**src/rtl/mem_port_arbiter_if.sv**
```systemverilog
// Bundle of requester-side (I fetch, D load/store) and memory-side signals for mem_port_arbiter.
// slave = arbiter view, master = environment (requesters plus memory) view.
interface mem_port_arbiter_if #(
    parameter int N = 32
);
    logic         if_req;
    logic [N-1:0] if_addr;
    logic         if_gnt;
    logic         if_rvalid;
    logic [N-1:0] if_rdata;

    logic         d_req;
    logic         d_we;
    logic [N-1:0] d_addr;
    logic [N-1:0] d_wdata;
    logic         d_gnt;
    logic         d_rvalid;
    logic [N-1:0] d_rdata;

    logic         mem_req;
    logic         mem_we;
    logic [N-1:0] mem_addr;
    logic [N-1:0] mem_wdata;
    logic         mem_gnt;
    logic         mem_rvalid;
    logic [N-1:0] mem_rdata;

    modport slave (
        input  if_req, if_addr, d_req, d_we, d_addr, d_wdata,
        input  mem_gnt, mem_rvalid, mem_rdata,
        output if_gnt, if_rvalid, if_rdata, d_gnt, d_rvalid, d_rdata,
        output mem_req, mem_we, mem_addr, mem_wdata
    );

    modport master (
        output if_req, if_addr, d_req, d_we, d_addr, d_wdata,
        output mem_gnt, mem_rvalid, mem_rdata,
        input  if_gnt, if_rvalid, if_rdata, d_gnt, d_rvalid, d_rdata,
        input  mem_req, mem_we, mem_addr, mem_wdata
    );
endinterface

```
**src/rtl/mem_port_arbiter.sv**
```systemverilog
// Shares one memory port between fetch (I) and load/store (D), one transaction outstanding.
// Optional fetch starvation guard is built when MEM_ARB_STARVE_GUARD_EN is defined.
module mem_port_arbiter #(
    parameter int N            = 32,
    parameter int STARVE_LIMIT = 4
) (
    input  logic              clk,
    input  logic              rst_n,
    mem_port_arbiter_if.slave bus
);
    typedef enum logic [1:0] {ST_IDLE = 2'd0, ST_ISSUE = 2'd1, ST_WAIT = 2'd2} state_e;
    typedef enum logic [1:0] {OWN_NONE = 2'd0, OWN_I = 2'd1, OWN_D = 2'd2} owner_e;

    if (STARVE_LIMIT < 1) begin : g_bad_starve_limit
        $error("STARVE_LIMIT must be at least 1");
    end

    state_e       state_q, state_d;
    owner_e       owner_q, owner_d;
    logic         if_gnt_q, if_gnt_d;
    logic         d_gnt_q, d_gnt_d;
    logic         if_rvalid_q, if_rvalid_d;
    logic         d_rvalid_q, d_rvalid_d;
    logic [N-1:0] if_rdata_q, if_rdata_d;
    logic [N-1:0] d_rdata_q, d_rdata_d;
    logic         mem_req_q, mem_req_d;
    logic         mem_we_q, mem_we_d;
    logic [N-1:0] mem_addr_q, mem_addr_d;
    logic [N-1:0] mem_wdata_q, mem_wdata_d;

    logic grant_i_s;
    logic grant_d_s;
    logic force_i_s;
    logic complete_s;

`ifdef MEM_ARB_STARVE_GUARD_EN
    localparam int CW = ($clog2(STARVE_LIMIT + 1) > 3) ? $clog2(STARVE_LIMIT + 1) : 3;

    logic [CW-1:0] starve_cnt_q, starve_cnt_d;

    assign force_i_s = (starve_cnt_q == CW'(STARVE_LIMIT));

    // Count D grants taken while fetch was waiting; reset once fetch is served or idle.
    always_comb begin
        starve_cnt_d = starve_cnt_q;
        if ((state_q == ST_IDLE) && !bus.if_req) begin
            starve_cnt_d = '0;
        end else if ((state_q == ST_IDLE) && grant_i_s) begin
            starve_cnt_d = '0;
        end else if ((state_q == ST_IDLE) && grant_d_s && !force_i_s) begin
            starve_cnt_d = starve_cnt_q + CW'(1);
        end else begin
            starve_cnt_d = starve_cnt_q;
        end
    end

    // Starvation counter register.
    always_ff @(posedge clk or negedge rst_n) begin
        if (!rst_n) begin
            starve_cnt_q <= '0;
        end else begin
            starve_cnt_q <= starve_cnt_d;
        end
    end
`else
    assign force_i_s = 1'b0;
`endif

    // D is the older instruction and wins, unless fetch has waited too long.
    always_comb begin
        grant_d_s = 1'b0;
        grant_i_s = 1'b0;
        if (bus.d_req && !(bus.if_req && force_i_s)) begin
            grant_d_s = 1'b1;
        end else if (bus.if_req) begin
            grant_i_s = 1'b1;
        end else begin
            grant_d_s = 1'b0;
            grant_i_s = 1'b0;
        end
    end

    // A response only counts once the memory has accepted the request.
    assign complete_s = bus.mem_rvalid &&
                        ((state_q == ST_WAIT) || ((state_q == ST_ISSUE) && bus.mem_gnt));

    // Transaction FSM: latch the winner, hold the memory request, wait for the response.
    always_comb begin
        state_d     = state_q;
        owner_d     = owner_q;
        if_gnt_d    = 1'b0;
        d_gnt_d     = 1'b0;
        mem_req_d   = mem_req_q;
        mem_we_d    = mem_we_q;
        mem_addr_d  = mem_addr_q;
        mem_wdata_d = mem_wdata_q;
        case (state_q)
            ST_IDLE: begin
                if (grant_d_s) begin
                    state_d     = ST_ISSUE;
                    owner_d     = OWN_D;
                    d_gnt_d     = 1'b1;
                    mem_req_d   = 1'b1;
                    mem_we_d    = bus.d_we;
                    mem_addr_d  = bus.d_addr;
                    mem_wdata_d = bus.d_wdata;
                end else if (grant_i_s) begin
                    state_d     = ST_ISSUE;
                    owner_d     = OWN_I;
                    if_gnt_d    = 1'b1;
                    mem_req_d   = 1'b1;
                    mem_we_d    = 1'b0;
                    mem_addr_d  = bus.if_addr;
                    mem_wdata_d = '0;
                end else begin
                    state_d = ST_IDLE;
                end
            end
            ST_ISSUE: begin
                if (bus.mem_gnt && bus.mem_rvalid) begin
                    state_d   = ST_IDLE;
                    owner_d   = OWN_NONE;
                    mem_req_d = 1'b0;
                end else if (bus.mem_gnt) begin
                    state_d   = ST_WAIT;
                    mem_req_d = 1'b0;
                end else begin
                    mem_req_d = 1'b1;
                end
            end
            ST_WAIT: begin
                if (bus.mem_rvalid) begin
                    state_d = ST_IDLE;
                    owner_d = OWN_NONE;
                end else begin
                    state_d = ST_WAIT;
                end
            end
            default: begin
                state_d   = ST_IDLE;
                owner_d   = OWN_NONE;
                mem_req_d = 1'b0;
            end
        endcase
    end

    // Route the completing response to the requester that owns the transaction.
    always_comb begin
        if_rvalid_d = 1'b0;
        d_rvalid_d  = 1'b0;
        if_rdata_d  = if_rdata_q;
        d_rdata_d   = d_rdata_q;
        if (complete_s && (owner_q == OWN_I)) begin
            if_rvalid_d = 1'b1;
            if_rdata_d  = bus.mem_rdata;
        end else if (complete_s && (owner_q == OWN_D)) begin
            d_rvalid_d = 1'b1;
            d_rdata_d  = mem_we_q ? '0 : bus.mem_rdata;
        end else begin
            if_rvalid_d = 1'b0;
            d_rvalid_d  = 1'b0;
        end
    end

    // State and registered outputs.
    always_ff @(posedge clk or negedge rst_n) begin
        if (!rst_n) begin
            state_q     <= ST_IDLE;
            owner_q     <= OWN_NONE;
            if_gnt_q    <= 1'b0;
            d_gnt_q     <= 1'b0;
            if_rvalid_q <= 1'b0;
            d_rvalid_q  <= 1'b0;
            if_rdata_q  <= '0;
            d_rdata_q   <= '0;
            mem_req_q   <= 1'b0;
            mem_we_q    <= 1'b0;
            mem_addr_q  <= '0;
            mem_wdata_q <= '0;
        end else begin
            state_q     <= state_d;
            owner_q     <= owner_d;
            if_gnt_q    <= if_gnt_d;
            d_gnt_q     <= d_gnt_d;
            if_rvalid_q <= if_rvalid_d;
            d_rvalid_q  <= d_rvalid_d;
            if_rdata_q  <= if_rdata_d;
            d_rdata_q   <= d_rdata_d;
            mem_req_q   <= mem_req_d;
            mem_we_q    <= mem_we_d;
            mem_addr_q  <= mem_addr_d;
            mem_wdata_q <= mem_wdata_d;
        end
    end

    assign bus.if_gnt    = if_gnt_q;
    assign bus.d_gnt     = d_gnt_q;
    assign bus.if_rvalid = if_rvalid_q;
    assign bus.d_rvalid  = d_rvalid_q;
    assign bus.if_rdata  = if_rdata_q;
    assign bus.d_rdata   = d_rdata_q;
    assign bus.mem_req   = mem_req_q;
    assign bus.mem_we    = mem_we_q;
    assign bus.mem_addr  = mem_addr_q;
    assign bus.mem_wdata = mem_wdata_q;
endmodule

```
**src/flat_wrapper.sv**
```systemverilog
// flat-port wrapper written by rule: the top's interface ports become plain ports
module mem_port_arbiter_flat 
#(
    parameter int N            = 32,
    parameter int STARVE_LIMIT = 4
)
  (clk, rst_n, bus_if_req, bus_if_addr, bus_d_req, bus_d_we, bus_d_addr, bus_d_wdata, bus_mem_gnt, bus_mem_rvalid, bus_mem_rdata, bus_if_gnt, bus_if_rvalid, bus_if_rdata, bus_d_gnt, bus_d_rvalid, bus_d_rdata, bus_mem_req, bus_mem_we, bus_mem_addr, bus_mem_wdata);
  mem_port_arbiter_if #(.N(N)) bus_i ();
  input  logic clk;
  input  logic rst_n;
  input wire logic [$bits(bus_i.if_req)-1:0] bus_if_req;
  input wire logic [$bits(bus_i.if_addr)-1:0] bus_if_addr;
  input wire logic [$bits(bus_i.d_req)-1:0] bus_d_req;
  input wire logic [$bits(bus_i.d_we)-1:0] bus_d_we;
  input wire logic [$bits(bus_i.d_addr)-1:0] bus_d_addr;
  input wire logic [$bits(bus_i.d_wdata)-1:0] bus_d_wdata;
  input wire logic [$bits(bus_i.mem_gnt)-1:0] bus_mem_gnt;
  input wire logic [$bits(bus_i.mem_rvalid)-1:0] bus_mem_rvalid;
  input wire logic [$bits(bus_i.mem_rdata)-1:0] bus_mem_rdata;
  output wire logic [$bits(bus_i.if_gnt)-1:0] bus_if_gnt;
  output wire logic [$bits(bus_i.if_rvalid)-1:0] bus_if_rvalid;
  output wire logic [$bits(bus_i.if_rdata)-1:0] bus_if_rdata;
  output wire logic [$bits(bus_i.d_gnt)-1:0] bus_d_gnt;
  output wire logic [$bits(bus_i.d_rvalid)-1:0] bus_d_rvalid;
  output wire logic [$bits(bus_i.d_rdata)-1:0] bus_d_rdata;
  output wire logic [$bits(bus_i.mem_req)-1:0] bus_mem_req;
  output wire logic [$bits(bus_i.mem_we)-1:0] bus_mem_we;
  output wire logic [$bits(bus_i.mem_addr)-1:0] bus_mem_addr;
  output wire logic [$bits(bus_i.mem_wdata)-1:0] bus_mem_wdata;
  assign bus_i.if_req = bus_if_req;
  assign bus_i.if_addr = bus_if_addr;
  assign bus_i.d_req = bus_d_req;
  assign bus_i.d_we = bus_d_we;
  assign bus_i.d_addr = bus_d_addr;
  assign bus_i.d_wdata = bus_d_wdata;
  assign bus_i.mem_gnt = bus_mem_gnt;
  assign bus_i.mem_rvalid = bus_mem_rvalid;
  assign bus_i.mem_rdata = bus_mem_rdata;
  assign bus_if_gnt = bus_i.if_gnt;
  assign bus_if_rvalid = bus_i.if_rvalid;
  assign bus_if_rdata = bus_i.if_rdata;
  assign bus_d_gnt = bus_i.d_gnt;
  assign bus_d_rvalid = bus_i.d_rvalid;
  assign bus_d_rdata = bus_i.d_rdata;
  assign bus_mem_req = bus_i.mem_req;
  assign bus_mem_we = bus_i.mem_we;
  assign bus_mem_addr = bus_i.mem_addr;
  assign bus_mem_wdata = bus_i.mem_wdata;
  mem_port_arbiter #(.N(N), .STARVE_LIMIT(STARVE_LIMIT)) u_core (.clk(clk), .rst_n(rst_n), .bus(bus_i));
endmodule
```
**config.mk**
```make
export PLATFORM = sky130hd
export DESIGN_NAME = mem_port_arbiter_flat
export DESIGN_NICKNAME = d
export VERILOG_FILES = /design/src/rtl/mem_port_arbiter_if.sv /design/src/rtl/mem_port_arbiter.sv /design/src/flat_wrapper.sv
export SDC_FILE = /design/constraint.sdc
export NUM_CORES = 1
export LEC_CHECK = 0
export ABC_AREA = 1
export BUFFER_PORTS_ARGS = -buffer_cell sky130_fd_sc_hd__buf_2
export CORE_UTILIZATION = 45
export CTS_CLUSTER_DIAMETER = 30
export DETAILED_ROUTE_END_ITERATION = 10
export PLACE_DENSITY = 0.76
export SLEW_MARGIN = 20
export SYNTH_ARGS = -nofsm -noshare
export SYNTH_HDL_FRONTEND = slang
export SYNTH_SLANG_ARGS = --single-unit
```
**constraint.sdc**
```tcl
create_clock -name clk -period 1.55 [get_ports clk]
set_input_delay 0 -clock clk [delete_from_list [all_inputs] [get_ports clk]]
set_output_delay 0 -clock clk [all_outputs]
set_load 0.1 [all_outputs]
```
Word-level counts from Yosys, hierarchy flattened
Index checks and enable logic that the tools add are counted.

storage, ports and cells
  output and inout bits = 134
  input bits = 135
  logic and storage cells = 68
  flip-flop bits (word level) = 138

cells by class
  eq/ne operators = 8
  bitwise logic cells = 2
  mux-type cells = 34
  reduce and logical (&&, ||, !) cells = 12

operator list
  operator                                                                 count
  32-bit two-way mux                                                       5
  1-bit two-way mux                                                        18
  2-bit two-way mux                                                        8
  2-bit case mux with 3 select lines                                       2
  2-bit AND reduction                                                      3
  1-bit logical AND                                                        5
  2-bit by 1-bit equality test with 1-bit output, second input constant    2
  2-bit equality test, second input constant                               2
  2-bit inequality test, second input constant                             2
  3-bit by 1-bit inequality test with 1-bit output, second input constant  1
  3-bit inequality test, second input constant                             1
  1-bit case mux with 3 select lines                                       1
  3-bit AND reduction                                                      1
  2-bit zero test                                                          1
  1-bit NOT                                                                2
  2-bit nonzero test                                                       1
  1-bit logical OR                                                         1

Longest topological paths before layout
  word-level depth = 7
  gate-level depth with buffers = 7
  mapped depth without buffers = 6

Worst setup path before layout
No wires, ideal clock.

  path kind = register to register
  start point = register u_core.mem_we_q, in the netlist u_core.bus.mem_we
  end point = register u_core.d_rdata_q[10], in the netlist u_core.bus.d_rdata[10]
  required time = 1.428 ns
  path buffers = 2
  data arrival time = 1.640 ns
  setup slack = -0.212 ns
  clock period less this slack = 1.762 ns
  setup time = 0.122 ns
  stages on the path, launching flop included = 6
  path through = dfrtp_1 clkbuf_1 clkbuf_1 nor2_1 nand4_1 nand2_1

between the ends
  longest elaborated chain between the ends = 1

ends and longest elaborated chain
  element                 line                     source
  start, declared         mem_port_arbiter.sv:27   logic mem_we_q, mem_we_d;
  start signal, assigned  mem_port_arbiter.sv:190  mem_we_q <= mem_we_d;
  32-bit two-way mux      mem_port_arbiter.sv:158  d_rdata_d = mem_we_q ? '0 : bus.mem_rdata;
  end signal, assigned    mem_port_arbiter.sv:188  d_rdata_q <= d_rdata_d;
  end, declared           mem_port_arbiter.sv:25   logic [N-1:0] d_rdata_q, d_rdata_d;

No other way between the ends.
A chain may end at the register's enable or synchronous reset.

Worst setup path in the final report
  start point = register u_core.state_q[0]
  end point = register u_core.if_rdata_q[27], in the netlist u_core.bus.if_rdata[27]

between the ends
  longest elaborated chain between the ends = 5
  elaborated cells between the ends (all ways) = 6
  classes of those cells = eq/ne: 2; reduce/logical: 4

ends and longest elaborated chain
  element                                         line                     source
  start, declared                                 mem_port_arbiter.sv:18   state_e state_q, state_d;
  start signal, assigned                          mem_port_arbiter.sv:181  state_q <= state_d;
  2-bit by 1-bit equality test with 1-bit output  mem_port_arbiter.sv:85   ((state_q == ST_WAIT) || ((state_q == ST_ISSUE) && bus.mem_gnt));
  1-bit logical AND                               mem_port_arbiter.sv:85
  1-bit logical OR (*)                            mem_port_arbiter.sv:85
  1-bit logical AND (*)                           mem_port_arbiter.sv:84   assign complete_s = bus.mem_rvalid &&
  1-bit logical AND (*)                           mem_port_arbiter.sv:153  if (complete_s && (owner_q == OWN_I)) begin
  end signal, assigned                            mem_port_arbiter.sv:187  if_rdata_q <= if_rdata_d;
  end, declared                                   mem_port_arbiter.sv:24   logic [N-1:0] if_rdata_q, if_rdata_d;

Mark *: on every way between the ends. The rest lies on a longest branch, timed or not.

==> results.txt <==
largest net degree at the start of global routing = 65
overflow left after global routing = 0
clk root buf = clkbuf_16
total routing usage reported by global routing = 31.0%
hold_ws = 0.0697 ns
wire per inst = 15.8 um
Worst Setup Start Kind = flop
I/O Pins = 269
die area = 14300 um^2
syn_nets = 910
share of post-route cells with drive strength above 1 = 28.0%
most common cell after layout, fill and taps aside = nand2_1
CTS Buf Count = 17
crit path launch = u_core.state_q[0]
Area Overhead vs Synth = 56.3%
DRT Wirelength = 21.4 mm
Setup CP Type = flop to flop
Worst path slowest cell = dfrtp_1
DR vias/cell = 5.08
CTS HTree Levels = 4
CP arrival = 1.76 ns
FF-to-FF Start = u_core.state_q[0]
most frequent cells in the layout = nand2_1 (431), buf_2 (266), dfrtp_1 (137)
Max stage delay on crit path = 0.46 ns
final antenna-violating net count = 0
vias in the first global route = 7091
Slew Viols, Final = 0
antenna violations before repair = 0
CTS tree = built
max-cap viol count = 0
Period minus WS final = 1.42 ns
Worst Tran Pin Value = 0.557 ns
number of port buffers = 268
Post-Synthesis Cells = 775
# clock sinks = 138
total number of vias = 6877
Most common cell on crit path = nand2_1
Max clock buf depth = 2
clock skew = 0.0141 ns
Fin Setup TNS = 0 ns
Core Region = 13400 um^2
fin area = 9750 um^2
Post-DP HPWL = 12.0 mm
CP delay by family, top = simple AND/OR/NAND/NOR gates
CP Capture Type = flop
Distinct cells, synth = 19
DRC Markers = 0
mean area per synthesized cell = 8.05 um^2
Rows = 42
maximum clock frequency = 705 MHz
CP cell instances = inv_2 > nand2_1 > nand2_2 > buf_6 > nand4_1 > nand2_1
die width = 120 um
antenna cell count = 0
outcome = finished, final reports clean
fin util = 72.8%
Post-CTS Setup Inserts = 0
first-pass GRT wire length = 34.6 mm
worst path required time = 1.90 ns
final hold violations = 0
Clock Pin Slew Worst Setup and Hold Paths = 0.06 ns
Tightest Hold Check Type = input port to asynchronous set/reset pin
Worst slew margin = 63.1%
Ys Warns = 0
WP buf/inv = 2
Area after DPL = 7730 um^2
DR iter-0 viols = 483
Cell Area, Synth = 6240 um^2
NumNets Final = 1300
fin crit share = 91.5%
routability cong. = 0.832
flops & latches, synth = 138
register area share after synthesis = 55.4%
detailed-router iteration count before antenna repair = 5
worst-path fanout max = 40
unrepaired setup endpoints after global routing = false
Die Y = 120 um
Setup Viol. Count Final = 0
worst skew pair latency = 0.42 ns
Initial Util = 46.5%
-- logic make-up (layout without fill, tap and decap cells) --
family / after synthesis / count (layout) / synth area share (%)
simple gates: 540 / 540 / 35.5
flops: 138 / 138 / 55.4
buf+inv: 94 / 497 / 8.69
compound gates: 3 / 3 / 0.401
-- cell usage after synthesis --
cell type / number / area (um^2)
a21boi_0: 1 / 7.51
a21oi_2: 1 / 8.76
buf_1: 2 / 7.51
buf_2: 19 / 95.1
buf_4: 11 / 82.6
buf_6: 6 / 67.6
buf_8: 7 / 105
clkbuf_1: 5 / 18.8
dfrtp_1: 138 / 3450
inv_1: 41 / 154
inv_2: 3 / 11.3
nand2_1: 431 / 1620
nand2_2: 1 / 6.26
nand3_1: 6 / 30.0
nand3_2: 2 / 20.0
nand4_1: 64 / 400
nor2_1: 33 / 124
nor2_2: 3 / 18.8
o21ai_2: 1 / 8.76
-- worst paths after layout --
path / depth (start not counted) / to / slack, ns
hold reg to reg: 2 / u_core.bus.if_rdata[21] / 0.46
min in group clk: 6 / u_core.bus.mem_req / 0.10
setup reg to reg: 6 / u_core.bus.if_rdata[27] / 0.13
setup / recovery: 6 / u_core.bus.if_rdata[27] / 0.13
hold / removal: 2 / u_core.bus.if_rdata[4] / 0.07
max in group asynchronous: 3 / u_core.bus.mem_we / 0.89
-- what timing repair did --
action                     4_1_cts  5_1_grt
hold endpoints to repair       273        0
gates resized for setup          0        2
setup endpoints to repair        0       27
hold buffers                   135        0
-- layout make-up --
| type | count | area [um^2] |
|---|---|---|
| clock buffer | 22 | 494 |
| fill | 943 | 3650 |
| sequential | 138 | 3450 |
| inverter | 44 | 165 |
| multi-input combinational | 543 | 2260 |
| timing repair buffer | 421 | 2990 |
| tap | 176 | 220 |
| clock inverter | 10 | 161 |
-- stage by stage --
stage,setup WS (ns),std cells
floorplan,0.0469,775
global placement,0.128,1187
detailed placement,0.0818,1187
CTS,0.0761,1354
global route,0.0361,1354
finish,0.132,1354
-- sequential cells by signal (all words and copies together) (netlist names) --
name / count
u_core.bus.d_rdata: 32
u_core.bus.if_rdata: 32
u_core.bus.mem_addr: 32
u_core.bus.mem_wdata: 32
u_core.owner_q: 2
u_core.state_q: 2
u_core.bus.d_gnt: 1
u_core.bus.d_rvalid: 1
u_core.bus.if_gnt: 1
u_core.bus.if_rvalid: 1
u_core.bus.mem_req: 1
u_core.bus.mem_we: 1
-- worst register-to-register path, cell delays in order (launching register included) --
cell and delay [ns]:
dfrtp_1 0.46, inv_2 0.08, nand2_1 0.07, nand2_2 0.13
buf_6 0.31, nand4_1 0.17, nand2_1 0.13
-- layer usage --
layer	part of all wire [%]	global-route usage, %	vias to the layer above
li1	-	-	3172
met1	39	36.6	3234
met2	50	53.4	397
met3	7.5	6.42	74
met4	4.0	16.0	0
met5	0	0	-
Power is not shown: default switching activity piles up to over one toggle a cycle in this logic, so the estimate is an artifact.
